===== src/rtl/input_debouncer_pkg.sv =====
`default_nettype none
// ============================================================================
//  Module      : input_debouncer_pkg
//  Description : Shared constants for the input debouncer: FSM state
//                encoding and the default synchroniser / stability settings
//                reused by top-level integration.
//  Revision    : 1.0 - initial release
// ============================================================================
package input_debouncer_pkg;

    // Filter FSM state encoding
    localparam logic [1:0] LOW    = 2'd0;
    localparam logic [1:0] CHK_HI = 2'd1;
    localparam logic [1:0] HIGH   = 2'd2;
    localparam logic [1:0] CHK_LO = 2'd3;

    // Default configuration shared with the integration level
    localparam int c_default_sync_stages   = 2;
    localparam int c_default_stable_cycles = 4;

endpackage
`default_nettype wire


===== src/rtl/input_debouncer_sync_chain.sv =====
`default_nettype none
// ============================================================================
//  Module      : sync_chain
//  Description : DEPTH-flop synchroniser for a single asynchronous bit.
//                Plain shift chain, no logic between stages, synchronous
//                active-high reset to 0.
//  Revision    : 1.0 - initial release
// ============================================================================
module sync_chain #(
    parameter int DEPTH = 2
) (
    input  logic clk,
    input  logic rst,
    input  logic d,
    output logic q
);

    logic [DEPTH-1:0] r_stages;

    // Shift the raw input through the chain; the oldest stage is the output
    always_ff @(posedge clk) begin
        if (rst) begin
            r_stages <= '0;
        end else begin
            r_stages <= {r_stages[DEPTH-2:0], d};
        end
    end

    assign q = r_stages[DEPTH-1];

endmodule
`default_nettype wire


===== src/rtl/input_debouncer.sv =====
`default_nettype none
// ============================================================================
//  Module      : input_debouncer
//  Description : Synchronises a raw asynchronous input, then qualifies each
//                level change with a stability counter. Produces a clean
//                registered level, a busy flag while a change is being
//                qualified and a saturating count of aborted qualifications.
//  Revision    : 1.0 - initial release
// ============================================================================
module input_debouncer
    import input_debouncer_pkg::*;
#(
    parameter int SYNC_STAGES   = c_default_sync_stages,
    parameter int STABLE_CYCLES = c_default_stable_cycles,
    parameter int GLITCH_W      = 8
) (
    input  logic                clk,
    input  logic                rst,
    input  logic                in,
    output logic                db_out,
    output logic                busy,
    output logic [GLITCH_W-1:0] glitch_count
);

    localparam int CNT_W = (STABLE_CYCLES > 1) ? $clog2(STABLE_CYCLES) : 1;
    localparam logic [CNT_W-1:0]    c_cnt_last   = CNT_W'(STABLE_CYCLES - 1);
    localparam logic [GLITCH_W-1:0] c_glitch_max = '1;

    logic                w_in_sync;
    logic [1:0]          r_state;
    logic [1:0]          w_state_nxt;
    logic [CNT_W-1:0]    r_cnt;
    logic [CNT_W-1:0]    w_cnt_nxt;
    logic [GLITCH_W-1:0] r_glitch;
    logic [GLITCH_W-1:0] w_glitch_nxt;
    logic [GLITCH_W-1:0] w_glitch_inc;
    logic                r_db;
    logic                r_busy;

    sync_chain #(
        .DEPTH (SYNC_STAGES)
    ) u_sync (
        .clk (clk),
        .rst (rst),
        .d   (in),
        .q   (w_in_sync)
    );

    // Saturating increment: all-ones holds instead of wrapping
    assign w_glitch_inc = (r_glitch == c_glitch_max) ? r_glitch
                                                     : r_glitch + GLITCH_W'(1);

    // Next-state logic: qualify a new level, abort back on any early return
    always_comb begin
        w_state_nxt  = r_state;
        w_cnt_nxt    = r_cnt;
        w_glitch_nxt = r_glitch;
        case (r_state)
            LOW: begin
                if (w_in_sync) begin
                    w_state_nxt = CHK_HI;
                    w_cnt_nxt   = '0;
                end
            end
            CHK_HI: begin
                if (w_in_sync) begin
                    if (r_cnt == c_cnt_last) begin
                        w_state_nxt = HIGH;
                        w_cnt_nxt   = '0;
                    end else begin
                        w_cnt_nxt = r_cnt + CNT_W'(1);
                    end
                end else begin
                    w_state_nxt  = LOW;
                    w_cnt_nxt    = '0;
                    w_glitch_nxt = w_glitch_inc;
                end
            end
            HIGH: begin
                if (!w_in_sync) begin
                    w_state_nxt = CHK_LO;
                    w_cnt_nxt   = '0;
                end
            end
            CHK_LO: begin
                if (!w_in_sync) begin
                    if (r_cnt == c_cnt_last) begin
                        w_state_nxt = LOW;
                        w_cnt_nxt   = '0;
                    end else begin
                        w_cnt_nxt = r_cnt + CNT_W'(1);
                    end
                end else begin
                    w_state_nxt  = HIGH;
                    w_cnt_nxt    = '0;
                    w_glitch_nxt = w_glitch_inc;
                end
            end
            default: begin
                w_state_nxt = LOW;
                w_cnt_nxt   = '0;
            end
        endcase
    end

    // State, counters and Moore outputs registered together from next state
    always_ff @(posedge clk) begin
        if (rst) begin
            r_state  <= LOW;
            r_cnt    <= '0;
            r_glitch <= '0;
            r_db     <= 1'b0;
            r_busy   <= 1'b0;
        end else begin
            r_state  <= w_state_nxt;
            r_cnt    <= w_cnt_nxt;
            r_glitch <= w_glitch_nxt;
            r_db     <= (w_state_nxt == HIGH) || (w_state_nxt == CHK_LO);
            r_busy   <= (w_state_nxt == CHK_HI) || (w_state_nxt == CHK_LO);
        end
    end

    assign db_out       = r_db;
    assign busy         = r_busy;
    assign glitch_count = r_glitch;

endmodule
`default_nettype wire

===== config.mk =====
export PLATFORM = sky130hd
export DESIGN_NAME = input_debouncer
export DESIGN_NICKNAME = d
export VERILOG_FILES = /design/src/rtl/input_debouncer_pkg.sv /design/src/rtl/input_debouncer_sync_chain.sv /design/src/rtl/input_debouncer.sv
export SDC_FILE = /design/constraint.sdc
export NUM_CORES = 1
export LEC_CHECK = 0
export BUFFER_PORTS_ARGS = -buffer_cell sky130_fd_sc_hd__buf_2
export CAP_MARGIN = 10
export CORE_AREA = 2 2 39 41
export CTS_BUF_LIST = sky130_fd_sc_hd__clkbuf_2 sky130_fd_sc_hd__clkbuf_4 sky130_fd_sc_hd__clkbuf_8
export DETAILED_ROUTE_END_ITERATION = 8
export DIE_AREA = 0 0 41 43
export PLACE_DENSITY = 0.76
export SYNTH_ARGS = -nofsm -noshare
export SYNTH_HDL_FRONTEND = slang
export SYNTH_HIERARCHICAL = 1
export SYNTH_SLANG_ARGS = --single-unit

===== constraint.sdc =====
create_clock -name clk -period 1.8 [get_ports clk]
set_clock_uncertainty 0.1 [all_clocks]
set_input_delay 0.09 -clock clk [delete_from_list [all_inputs] [get_ports clk]]
set_output_delay 0.09 -clock clk [all_outputs]
set_load 0.01 [all_outputs]

# Word-level counts from Yosys, hierarchy flattened
# Cells that the tools add are included.
# op_classes
n_addsub	2
n_mul	0
div_mod_pow	0
order_cmp	0
eq_ne	12
shifts	0
mux	17
bitwise	0
n_reduce_logical	6
# ops
op	n
8-bit 2-to-1 mux	3
2-bit 2-to-1 mux	11
2-bit case mux with 4 select lines	2
8-bit case mux with 2 select lines	1
2-bit == test, second input constant	5
8-bit by 1-bit adder with 8-bit output, second input constant	1
8-bit == test, second input constant	1
2-bit by 1-bit == test with 1-bit output, second input constant	2
2-bit by 1-bit != test with 1-bit output, second input constant	2
2-bit != test, second input constant	2
3-bit AND reduction	1
2-bit by 1-bit adder with 2-bit output, second input constant	1
2-bit logical NOT	1
1-bit logical OR	2
2-bit AND reduction	1
2-bit nonzero test	1
# totals
regBits	16
latchBits	0
ram_bits	0
mem_bits_ro	0
input_bits	3
output_inout_bits	10
mem_count	0

# Longest topological paths before layout
# Gate-level depths: netlist of the first run.
# logic_depth
ltp_word	6
depth_mapped	5

# By module
# Netlist of the first run, hierarchy kept.
# modules_own_cells
module	instances	cells_each	area_each_um2
input_debouncer	1	67	586.8
sync_chain	1	4	52.6

# Worst setup path before layout of the first run
# Ideal clock, no wire load.
# synth_timing
path_type	flip-flop to flip-flop
start	register r_glitch[0], in the netlist glitch_count[0]
end	register r_glitch[1], in the netlist glitch_count[1]
setup_ns	0.128
t_arrival_ns	1.267
required_time_ns	1.572
setup_slack_ns	0.306
path_stages_with_launch	6
period_less_slack_ns	1.494
path_cell_list	dfxtp_1 -> ha_1 -> nand3_1 -> o211ai_1 -> mux2i_1 -> nor2_1
# synth_between
elab_chain_cells	4
# synth_lines
item	line_no	text
start: declaration	input_debouncer.sv:34	logic [GLITCH_W-1:0] r_glitch;
start signal: assignment	input_debouncer.sv:117	r_glitch <= w_glitch_nxt;
8-bit by 1-bit adder with 8-bit output / 8-bit == test (equally long branches)	input_debouncer.sv:51, input_debouncer.sv:50	
8-bit 2-to-1 mux (*)	input_debouncer.sv:50	assign w_glitch_inc = (r_glitch == c_glitch_max) ? r_glitch
8-bit 2-to-1 mux (on tied branches)	input_debouncer.sv:86, input_debouncer.sv:66	
8-bit case mux with 2 select lines (*)	input_debouncer.sv:58	case (r_state)
# Mark *: on every way between the ends. The rest lies on a longest branch, timed or not. The select of a mux whose other input is x is not followed.
# A chain may end at the register's enable or synchronous reset.

# Worst setup path after layout of the first run
# layout_timing
start	register r_glitch[0], in the netlist glitch_count[0]
end	register r_glitch[6], in the netlist glitch_count[6]
# The elaborated chain is that of the path after synthesis.

==> run metrics, run 1 <==
DRC viols 0; Yosys reg bits 15; Leakage around 0.31 nW; Post-CTS Setup Inserts 0; crit path from glitch_count[0]; Inserted Clock Buffers 3; Initial DRC Count 10; Synth top area share 47.0%; RSZ-0062 raised after global routing false; hpwl dp 923 µm; Setup CP Type flip-flop to flip-flop; # nets final 93; H-tree Lvls 1; core area 1380 µm²; CTS Buffer Depth 2; Highest Clock Rate 637 MHz; final WL 1300 µm; multi-input logic area 319 µm²; ant diodes 0; final hold violation count 0; Synth cell types 25; GR Util All Layers 19.3%; worst-margin pin slew 0.502 ns; vias per cell about 5.5; antenna violations before repair 0; first-pass GRT wire length 2220 µm; Layout Area Growth over Synthesis 18.2%; Die Width 41 µm; Clock Sinks 15; Rel. slew slack 66.3%; Initial Util approximately 46%; Warnings, synthesis 6; FF-to-FF Start glitch_count[0]; Placement Rows 14; area leader, netlist dfxtp_1; flop-to-flop setup slack 0.23 ns; Worst setup endpoint glitch_count[6]; Remaining Overflow, GRT 0; vias in the first global route 497; Mapped Nets 76; Final Setup Violations 0; Mean Syn Cell Area approximately 9.0 µm²; Die ar. 1760 µm²; Final min period 1.57 ns; run status complete, no violations; post-route ant nets 0; Cells after Synth between 70 and 80; vias after detailed routing 568; gp weighted congestion around 0.75; register area 300 µm²; Worst Hold Launch rst; Reg clk slew, reported paths 0.09 ns; setup_tns 0 ns; Critical Path RT 1.89 ns; later-pin clock latency in the skew report 0.28 ns; largest net degree at the start of global routing 16; Routed WL per cell 12.7 µm; WHS 0.0414 ns; I/O Buffers 12; Setup crit start kind flip-flop; Worst EP arrival 1.66 ns; CP Max Fanout 5; sequential element share of the synthesized area between 40 and 50%; FF-to-FF End glitch_count[6]; Pre-antenna DRT Iters 3; layout cells sized above 1 slightly above 20%; CTS tree yes; # fillers about 130; ranking of synthesized cells by area dfxtp_1 47%, mux2i_1 4.7%, nor2_1 4.7%; Tcrit/Tclk final between 80 and 90%; FF-to-FF path depth 5; Max Transition Viols Final 0; Hold WC Path Type input port to flip-flop; maxcap violations 0; hold path cells 2; Die Y-Extent 43 µm; # IOs 13; mapped cell area 639 µm²; Setup crit end kind flip-flop; clock root buffer master clkbuf_4; Power per Cell Area approximately 730 nW/µm²; Worst VDD drop 0.000419 V
-- layout by cell type (no fill, tap or decap), types with 2 or more instances in the layout --
master and instances:
a211oi_1 3, ha_1 2, nand4_1 3, xor2_1 2, nand2_1 7, inv_1 3, nor2b_1 2, mux2i_1 3
a31oi_1 2, nor2_1 8, buf_2 12, clkbuf_4 3, nor3_1 2, nand3_1 5, a21oi_1 3, dfxtp_1 15
-- repair_timing --
action / 4_1_cts / 5_1_grt
hold buffers: 1 / 0
resized for setup: 0 / 0
endpoints found under the hold margin: 1 / 0
-- kinds of logic (layout without fill, tap and decap cells) --
kind of cell,Yosys count,after routing,share of synthesized area [%]
buffers and inverters,5,21,3.13
multiplexers,3,3,4.70
AO/OA/AOI/OAI,12,12,12.9
adder cells (fa/ha/maj),2,2,3.91
AND/OR/NAND/NOR,31,31,24.3
XOR/XNOR,3,3,4.11
flip-flops,15,15,47.0
-- worst max-delay path, stage by stage (launching register included) --
cell and delay [ns]:
dfxtp_1 0.39, ha_1 0.25, nand3_1 0.13, nor3_2 0.22, a31oi_1 0.12, a311oi_1 0.27
-- how the worst min path moves through the flow --
stage                          to  slack (ns)
2_1_floorplan  u_sync/r_stages[0]        0.06
3_3_place_gp   u_sync/r_stages[0]        0.21
3_5_place_dp   u_sync/r_stages[0]        0.21
4_1_cts           glitch_count[4]        0.04
5_1_grt                r_state[0]        0.05
6_report               r_state[0]        0.04
-- flip-flops by register name, summed over array words and instances, names as in the netlist --
| signal | flops |
|---|---|
| busy | 1 |
| glitch_count | 8 |
| r_cnt | 2 |
| r_state | 2 |
| u_sync/r_stages | 2 |
-- layer usage --
metal / up-vias / share of wire [%] / track usage (%)
li1: 286 / - / -
met1: 266 / 45 / 23.9
met2: 14 / 49 / 28.4
met3: 2 / 3.8 / 4.71
met4: 0 / 1.5 / 12.0
met5: - / 0 / 0
-- layout make-up --
class / instances / share of cell area (%)
Multi-Input combinational cell: 51 / 42.2
Sequential cell: 15 / 39.7
Timing Repair Buffer: 14 / 10.3
Clock buffer: 3 / 2.98
Tap cell: 16 / 2.65
Inverter: 3 / 1.49
Clock inverter: 1 / 0.662
-- Yosys cell counts (all sizes together) --
master / n
dfxtp: 15
nor2: 8
nand2: 7
nand3: 5
a211oi: 3
a21oi: 3
inv: 3
mux2i: 3
nand4: 3
nor3: 3
a31oi: 2
ha: 2
nor2b: 2
xor2: 2
a311oi: 1
and3: 1
and4: 1
buf: 1
clkbuf: 1
o2111a: 1
o211ai: 1
o21ai: 1
or4: 1
xnor2: 1
-- stage by stage --
| step | util [%] | worst slack, ns | power [mW] | instances | area [µm²] |
|---|---|---|---|---|---|
| floorplan | - | 0.306 | 0.360 | 71 | 639 |
| global placement | 51.9 | 0.289 | 0.367 | 98 | 718 |
| detailed placement | 51.9 | 0.236 | 0.367 | 98 | 718 |
| CTS | 54.6 | 0.195 | 0.559 | 103 | 756 |
| global route | 54.6 | 0.0226 | 0.580 | 103 | 756 |
| finish | 54.6 | 0.229 | 0.553 | 103 | 756 |
-- where the power goes --
group          switching (mW)  leakage [nW]  internal (mW)  total (mW)
Combinational          0.0126         0.174        0.00839      0.0210
Clock                   0.109        0.0177         0.0826       0.192
Sequential            0.00394         0.121          0.336       0.340
Total                   0.126         0.313          0.427       0.553
(Power assumes the default switching activity.)
==> run 2: changes to the inputs <==
--- a/config.mk
+++ b/config.mk
@@ -5,13 +5,14 @@
 export SDC_FILE = /design/constraint.sdc
 export NUM_CORES = 1
 export LEC_CHECK = 0
+export ABC_AREA = 1
 export BUFFER_PORTS_ARGS = -buffer_cell sky130_fd_sc_hd__buf_2
 export CAP_MARGIN = 10
-export CORE_AREA = 2 2 39 41
+export CORE_MARGIN = 2
+export CORE_UTILIZATION = 56
 export CTS_BUF_LIST = sky130_fd_sc_hd__clkbuf_2 sky130_fd_sc_hd__clkbuf_4 sky130_fd_sc_hd__clkbuf_8
 export DETAILED_ROUTE_END_ITERATION = 8
-export DIE_AREA = 0 0 41 43
-export PLACE_DENSITY = 0.76
+export PLACE_DENSITY = 0.84
 export SYNTH_ARGS = -nofsm -noshare
 export SYNTH_HDL_FRONTEND = slang
 export SYNTH_HIERARCHICAL = 1
==> run metrics, run 2 <==
run status complete, no violations (unchanged); total power 575 µW (was 553 µW); Clock Sinks 15 (unchanged); gp weighted congestion 0.788 (was 0.750); Synth cell types 22 (was 25); most frequent cells in the layout 34 x nand2_1, 17 x nor2_1, 15 x dfxtp_1 (was 15 x dfxtp_1, 12 x buf_2, 8 x nor2_1); later-pin clock latency in the skew report 0.29 ns (was 0.28 ns); setup_tns 0 ns (unchanged); Max Transition Viols Final 0 (unchanged); crit path from glitch_count[1] (was glitch_count[0]); Leakage 0.400 nW (was 0.313 nW); Reg clk slew, reported paths 0.10 ns (was 0.09 ns); Initial Util 60.2% (was 46.2%); Die Y-Extent 41.6 µm (was 43 µm); first-pass GRT wire length 2710 µm (was 2220 µm); Routed WL per cell 11.3 µm (was 12.7 µm); flop-to-flop setup slack 0.41 ns (was 0.23 ns); Primary FF master, synth dfxtp_1 (unchanged); H-tree Lvls 1 (unchanged); Highest Clock Rate 720 MHz (was 637 MHz); GR Util All Layers 20.3% (was 19.3%); Setup crit start kind flip-flop (unchanged); Initial DRC Count 17 (was 10); RSZ-0062 raised after global routing false (unchanged); sequential element share of the synthesized area 37.9% (was 47.0%); Inserted Clock Buffers 3 (unchanged); Mapped Nets 116 (was 76); Die Width 41.6 µm (was 41 µm); Die ar. 1730 µm² (was 1760 µm²); FF-to-FF Start glitch_count[1] (was glitch_count[0]); Worst setup endpoint glitch_count[4] (was glitch_count[6]); FF-to-FF path depth 7 (was 5); Worst EP arrival 1.53 ns (was 1.66 ns); Layout Area Growth over Synthesis 14.0% (was 18.2%); largest net degree at the start of global routing 12 (was 16); CTS tree yes (unchanged); mapped cell area 793 µm² (was 639 µm²); I/O Buffers 12 (unchanged); Final Setup Violations 0 (unchanged); ant diodes 0 (unchanged); final WL 1600 µm (was 1300 µm); antenna violations before repair 0 (unchanged); Setup crit end kind flip-flop (unchanged); Warnings, synthesis 6 (unchanged); Remaining Overflow, GRT 0 (unchanged); vias per cell 4.98 (was 5.51); worst-margin pin slew 0.249 ns (was 0.502 ns); Rel. slew slack 83.4% (was 66.3%); # nets final 133 (was 93); Tcrit/Tclk final 77.2% (was 87.3%); area leader, netlist dfxtp_1 (unchanged); ranking of synthesized cells by area dfxtp_1 38%, nand2_1 16%, nor2_1 8.0% (was dfxtp_1 47%, mux2i_1 4.7%, nor2_1 4.7%); max reg flops 8 (unchanged); Critical Path RT 1.94 ns (was 1.89 ns); core area 1320 µm² (was 1380 µm²); Mean Syn Cell Area 7.15 µm² (was 9.01 µm²); FF-to-FF End glitch_count[4] (was glitch_count[6]); DRC viols 0 (unchanged); Synth async-reset ratio 0% (unchanged); commonest non-fill, non-tap cell in the layout nand2_1 (was dfxtp_1); Yosys reg bits 15 (unchanged); # IOs 13 (unchanged); Placement Rows 13 (was 14); Final min period 1.39 ns (was 1.57 ns); post-route ant nets 0 (unchanged); Post-CTS Setup Inserts 0 (unchanged); clock root buffer master clkbuf_4 (unchanged); layout cells sized above 1 24.4% (was 20.7%); Finished Core Util 68.7% (was 54.6%); # fillers 119 (was 131); hpwl dp 1200 µm (was 923 µm); Synth top cells by count 34 x nand2_1, 17 x nor2_1, 15 x dfxtp_1, 12 x inv_1 (was 15 x dfxtp_1, 8 x nor2_1, 7 x nand2_1, 5 x nand3_1); most common cell in the synthesized netlist nand2_1 (was dfxtp_1); Worst VDD drop 0.000513 V (was 0.000419 V); vias after detailed routing 707 (was 568); Hold WC Path Type input port to flip-flop (unchanged); Setup CP Type flip-flop to flip-flop (unchanged); CP Max Fanout 6 (was 5); Synth top area share 37.9% (was 47.0%); WHS 0.0127 ns (was 0.0414 ns); vias in the first global route 655 (was 497); final hold violation count 0 (unchanged); Power per Cell Area 636 nW/µm² (was 732 nW/µm²); number of synthesized flops with an enable pin 0 (unchanged); Pre-antenna DRT Iters 4 (was 3); Cells after Synth 111 (was 71); CTS Buffer Depth 2 (unchanged); maxcap violations 0 (unchanged)
run 2: timing repair:
item / 4_1_cts / 5_1_grt
endpoints found under the hold margin: 1 / 0
gates resized for setup: 0 / 0
hold buffers: 1 / 0
run 2: worst max-delay path: stages, from the launching register on:
cell and delay, ns:
dfxtp_1 0.40, ha_1 0.24, nand3_2 0.12, clkinv_1 0.10, nand2_4 0.07, nand2_4 0.10, nand2_1 0.07, a21oi_2 0.13
run 2: cell families (layout without fill, tap and decap cells):
kind of cell,count (synthesis),after routing,synth area share [%]
simple gates,66,66,39.7
flops,15,15,37.9
buf+inv,15,31,7.25
compound gates,10,10,8.67
xor+xnor,3,3,3.31
fa+ha+maj,2,2,3.15
run 2: through the flow:
stage          area [µm²]  setup slack (ns)  cells
5_1_grt               905             0.307    142
4_1_cts               905             0.411    142
6_report              905             0.410    142
3_5_place_dp          867             0.431    137
2_1_floorplan         793             0.472    111
3_3_place_gp          867             0.475    137
run 2: metal layers:
layer | vias to the layer above | global-route usage [%] | wire length [µm]
li1 | 376 | - | -
met1 | 312 | 25.8 | 752
met2 | 14 | 33.8 | 762
met3 | 5 | 2.61 | 53
met4 | 0 | 9.68 | 35
met5 | - | 0 | 0
run 2: report_power, final:
part           switching, mW  leakage, nW  internal [mW]
Clock                  0.119       0.0177         0.0828
Combinational         0.0214        0.261         0.0117
Sequential           0.00372        0.122          0.337
run 2: layout make-up:
cell class | count | area [µm²] | area share [%]
Multi-Input combinational cell | 81 | 435 | 48.1
Tap cell | 15 | 18.8 | 2.07
Timing Repair Buffer | 13 | 70.1 | 7.75
Clock buffer | 3 | 22.5 | 2.49
Clock inverter | 1 | 5.00 | 0.553
Sequential cell | 15 | 300 | 33.2
Inverter | 14 | 52.6 | 5.81
run 2: worst min path at each step:
| stage | to | start | depth (start not counted) | slack, ns |
|---|---|---|---|---|
| after floorplan | u_sync/r_stages[0] | rst | 1 | 0.06 |
| after global placement | u_sync/r_stages[0] | in | 3 | 0.19 |
| after detailed placement | u_sync/r_stages[0] | in | 3 | 0.21 |
| after CTS | glitch_count[0] | rst | 2 | 0.02 |
| after global routing | glitch_count[0] | rst | 2 | 0.03 |
| final | glitch_count[0] | rst | 2 | 0.01 |
==> run 3: changes to the inputs <==
==> constraint.sdc (replaced) <==
create_clock -name clk -period 1.45 [get_ports clk]
set_clock_uncertainty 0.1 [all_clocks]
set_input_delay 0.0725 -clock clk [delete_from_list [all_inputs] [get_ports clk]]
set_output_delay 0.0725 -clock clk [all_outputs]
set_load 0.01 [all_outputs]
==> run metrics, run 3 (same netlist as run 2, synthesis figures left out) <==
combinational power share 5.8% (was 5.7%); Setup crit end kind flip-flop (unchanged); DRC viols 0 (unchanged); Setup CP Type flip-flop to flip-flop (unchanged); final hold violation count 4 (was 0); ant diodes 0 (unchanged); Sequential Power Share 58.9% (was 59.2%); GR Util All Layers 20.5% (was 20.3%); Crit path top cell by count nand2_4 (unchanged); Tcrit/Tclk final 92.7% (was 77.2%); Setup crit start kind flip-flop (unchanged); Initial Util 60.2% (unchanged); later-pin clock latency in the skew report 0.29 ns (about the same); CP Max Fanout 6 (unchanged); vias in the first global route 664 (was 655); Cells after DPL 137 (unchanged); # IOs 13 (unchanged); Critical Path RT 1.55 ns (was 1.94 ns); Finished Core Util 69.0% (was 68.7%); setup_tns 0 ns (unchanged); final WL 1630 µm (was 1600 µm); cells along the critical path ha_2, nand3_2, clkinv_1, nand2_4, nand2_4, o21ai_1, nor2_1 (was ha_1, nand3_2, clkinv_1, nand2_4, nand2_4, nand2_1, a21oi_2); final cell count without fillers 142 (unchanged); WHS -0.00921 ns (was 0.0127 ns); # fillers 116 (was 119); Net Sw Power 182 µW (was 144 µW); cell internal pwr 536 µW (was 431 µW); failing checks negative hold slack; Final Setup Violations 0 (unchanged); gr busiest metal met2 (unchanged); met3 Usage GRT 5.22% (was 2.61%); Remaining Overflow, GRT 0 (unchanged); Die Y-Extent 41.6 µm (unchanged); Sw Share 25.3% (was 25.0%); Routed WL per cell 11.5 µm (was 11.3 µm); clock share of power 35.3% (was 35.1%); Highest Clock Rate 744 MHz (was 720 MHz); Reg clk slew, reported paths 0.10 ns (about the same); layout cells sized above 1 26.8% (was 24.4%); Placement Rows 13 (unchanged); first-pass GRT wire length 2660 µm (was 2710 µm); Die Width 41.6 µm (unchanged); most frequent cells in the layout 34 x nand2_1, 17 x nor2_1, 13 x dfxtp_1 (was 34 x nand2_1, 17 x nor2_1, 15 x dfxtp_1); hpwl dp 1180 µm (was 1200 µm); GR Util met2 32.8% (was 33.8%); H-tree Lvls 1 (unchanged); vias per cell 5.11 (was 4.98); run status finished, violations left (was complete, no violations); Worst EP arrival 1.44 ns (was 1.53 ns); CTS tree yes (unchanged); max reg flops 8 (unchanged); Inserted Clock Buffers 3 (unchanged); post-route ant nets 0 (unchanged); Final min period 1.34 ns (was 1.39 ns); # nets final 133 (unchanged); Clock Sinks 15 (unchanged); Leakage 0.398 nW (was 0.400 nW); commonest non-fill, non-tap cell in the layout nand2_1 (unchanged); CTS Buffer Depth 2 (unchanged); gp weighted congestion 0.788 (about the same); Hold WC Path Type input port to flip-flop (unchanged); clock root buffer master clkbuf_4 (unchanged); vias after detailed routing 725 (was 707); RSZ-0062 raised after global routing false (unchanged); largest net degree at the start of global routing 12 (unchanged); Rel. slew slack 82.8% (was 83.4%); Power per Cell Area 789 nW/µm² (was 636 nW/µm²); Pre-antenna DRT Iters 4 (unchanged); I/O Buffers 12 (unchanged); Worst VDD drop 0.000562 V (was 0.000513 V); Initial DRC Count 22 (was 17); Max stage delay on crit path 0.35 ns (was 0.40 ns); worst-margin pin slew 0.258 ns (was 0.249 ns); met1 Usage GRT 24.5% (was 25.8%); Die ar. 1730 µm² (unchanged); Layout Area Growth over Synthesis 14.7% (was 14.0%); Max Transition Viols Final 0 (unchanged); maxcap violations 0 (unchanged); core area 1320 µm² (unchanged); antenna violations before repair 0 (unchanged); total power 717 µW (was 575 µW); Slowest-stage cell, CP dfxtp_2 (was dfxtp_1)
[run 3: changes by cell type in the layout (fill, tap and decap cells not counted)]
cell,delta
dfxtp_1,-2
dfxtp_2,+2
ha_1,-1
ha_2,+1
[run 3: worst paths after layout]
kind / startpoint / to / slack, ns / cells after the start
worst min-delay path: rst / glitch_count[0] / -0.009 / 2
worst min register to register: u_sync/r_stages[0] / u_sync/r_stages[1] / 0.32 / 2
worst max-delay path: glitch_count[0] / glitch_count[1] / 0.11 / 7
worst max register to register: glitch_count[0] / glitch_count[1] / 0.11 / 7
[run 3: per-layer routing]
metal | part of all wire, % | wire [µm]
met1 | 44 | 717
met2 | 49 | 793
met3 | 5.3 | 86
met4 | 2.0 | 33
met5 | 0 | 0
[run 3: through the flow]
step	setup WS [ns]	hold slack, ns	area [µm²]
after floorplan	0.122	0.0437	793
after global placement	0.125	0.176	867
after detailed placement	0.0805	0.186	867
after CTS	0.0587	0.00775	905
after global routing	0.0440	0.00715	910
final	0.106	-0.00921	910
[run 3: repair_timing]
action / CTS / global route
endpoints found under the hold margin: 1 / 0
resized for setup: 0 / 3
hold buffers: 1 / 0
setup buffers: 0 / 0
setup endpoints to repair: 0 / 6
[run 3: critical path: cells and delay by family (launching register included)]
family                   cells  cell delay (ns)
flip-flops                   1             0.35
AND/OR/NAND/NOR              4             0.34
adder cells (fa/ha/maj)      1             0.20
AO/OA/AOI/OAI                1             0.13
buffers and inverters        1             0.12
[run 3: cell type report]
type	count	area, µm²	share of cell area, %
multi-input cells	81	438	48.1
flip-flops and latches	15	303	33.3
repair buffers	13	70.1	7.70
inverters	14	52.6	5.78
clock buffers	3	22.5	2.48
well taps	15	18.8	2.06
clock inverters	1	5.00	0.550
[run 3: power by group through the flow]
stage                     Sequential [mW]  Combinational [mW]  Clock (mW)
after floorplan                     0.433              0.0276           0
after global placement              0.432              0.0381           0
after detailed placement            0.432              0.0393           0
after CTS                           0.422              0.0417       0.255
after global routing                0.424              0.0466       0.270
final                               0.423              0.0418       0.253
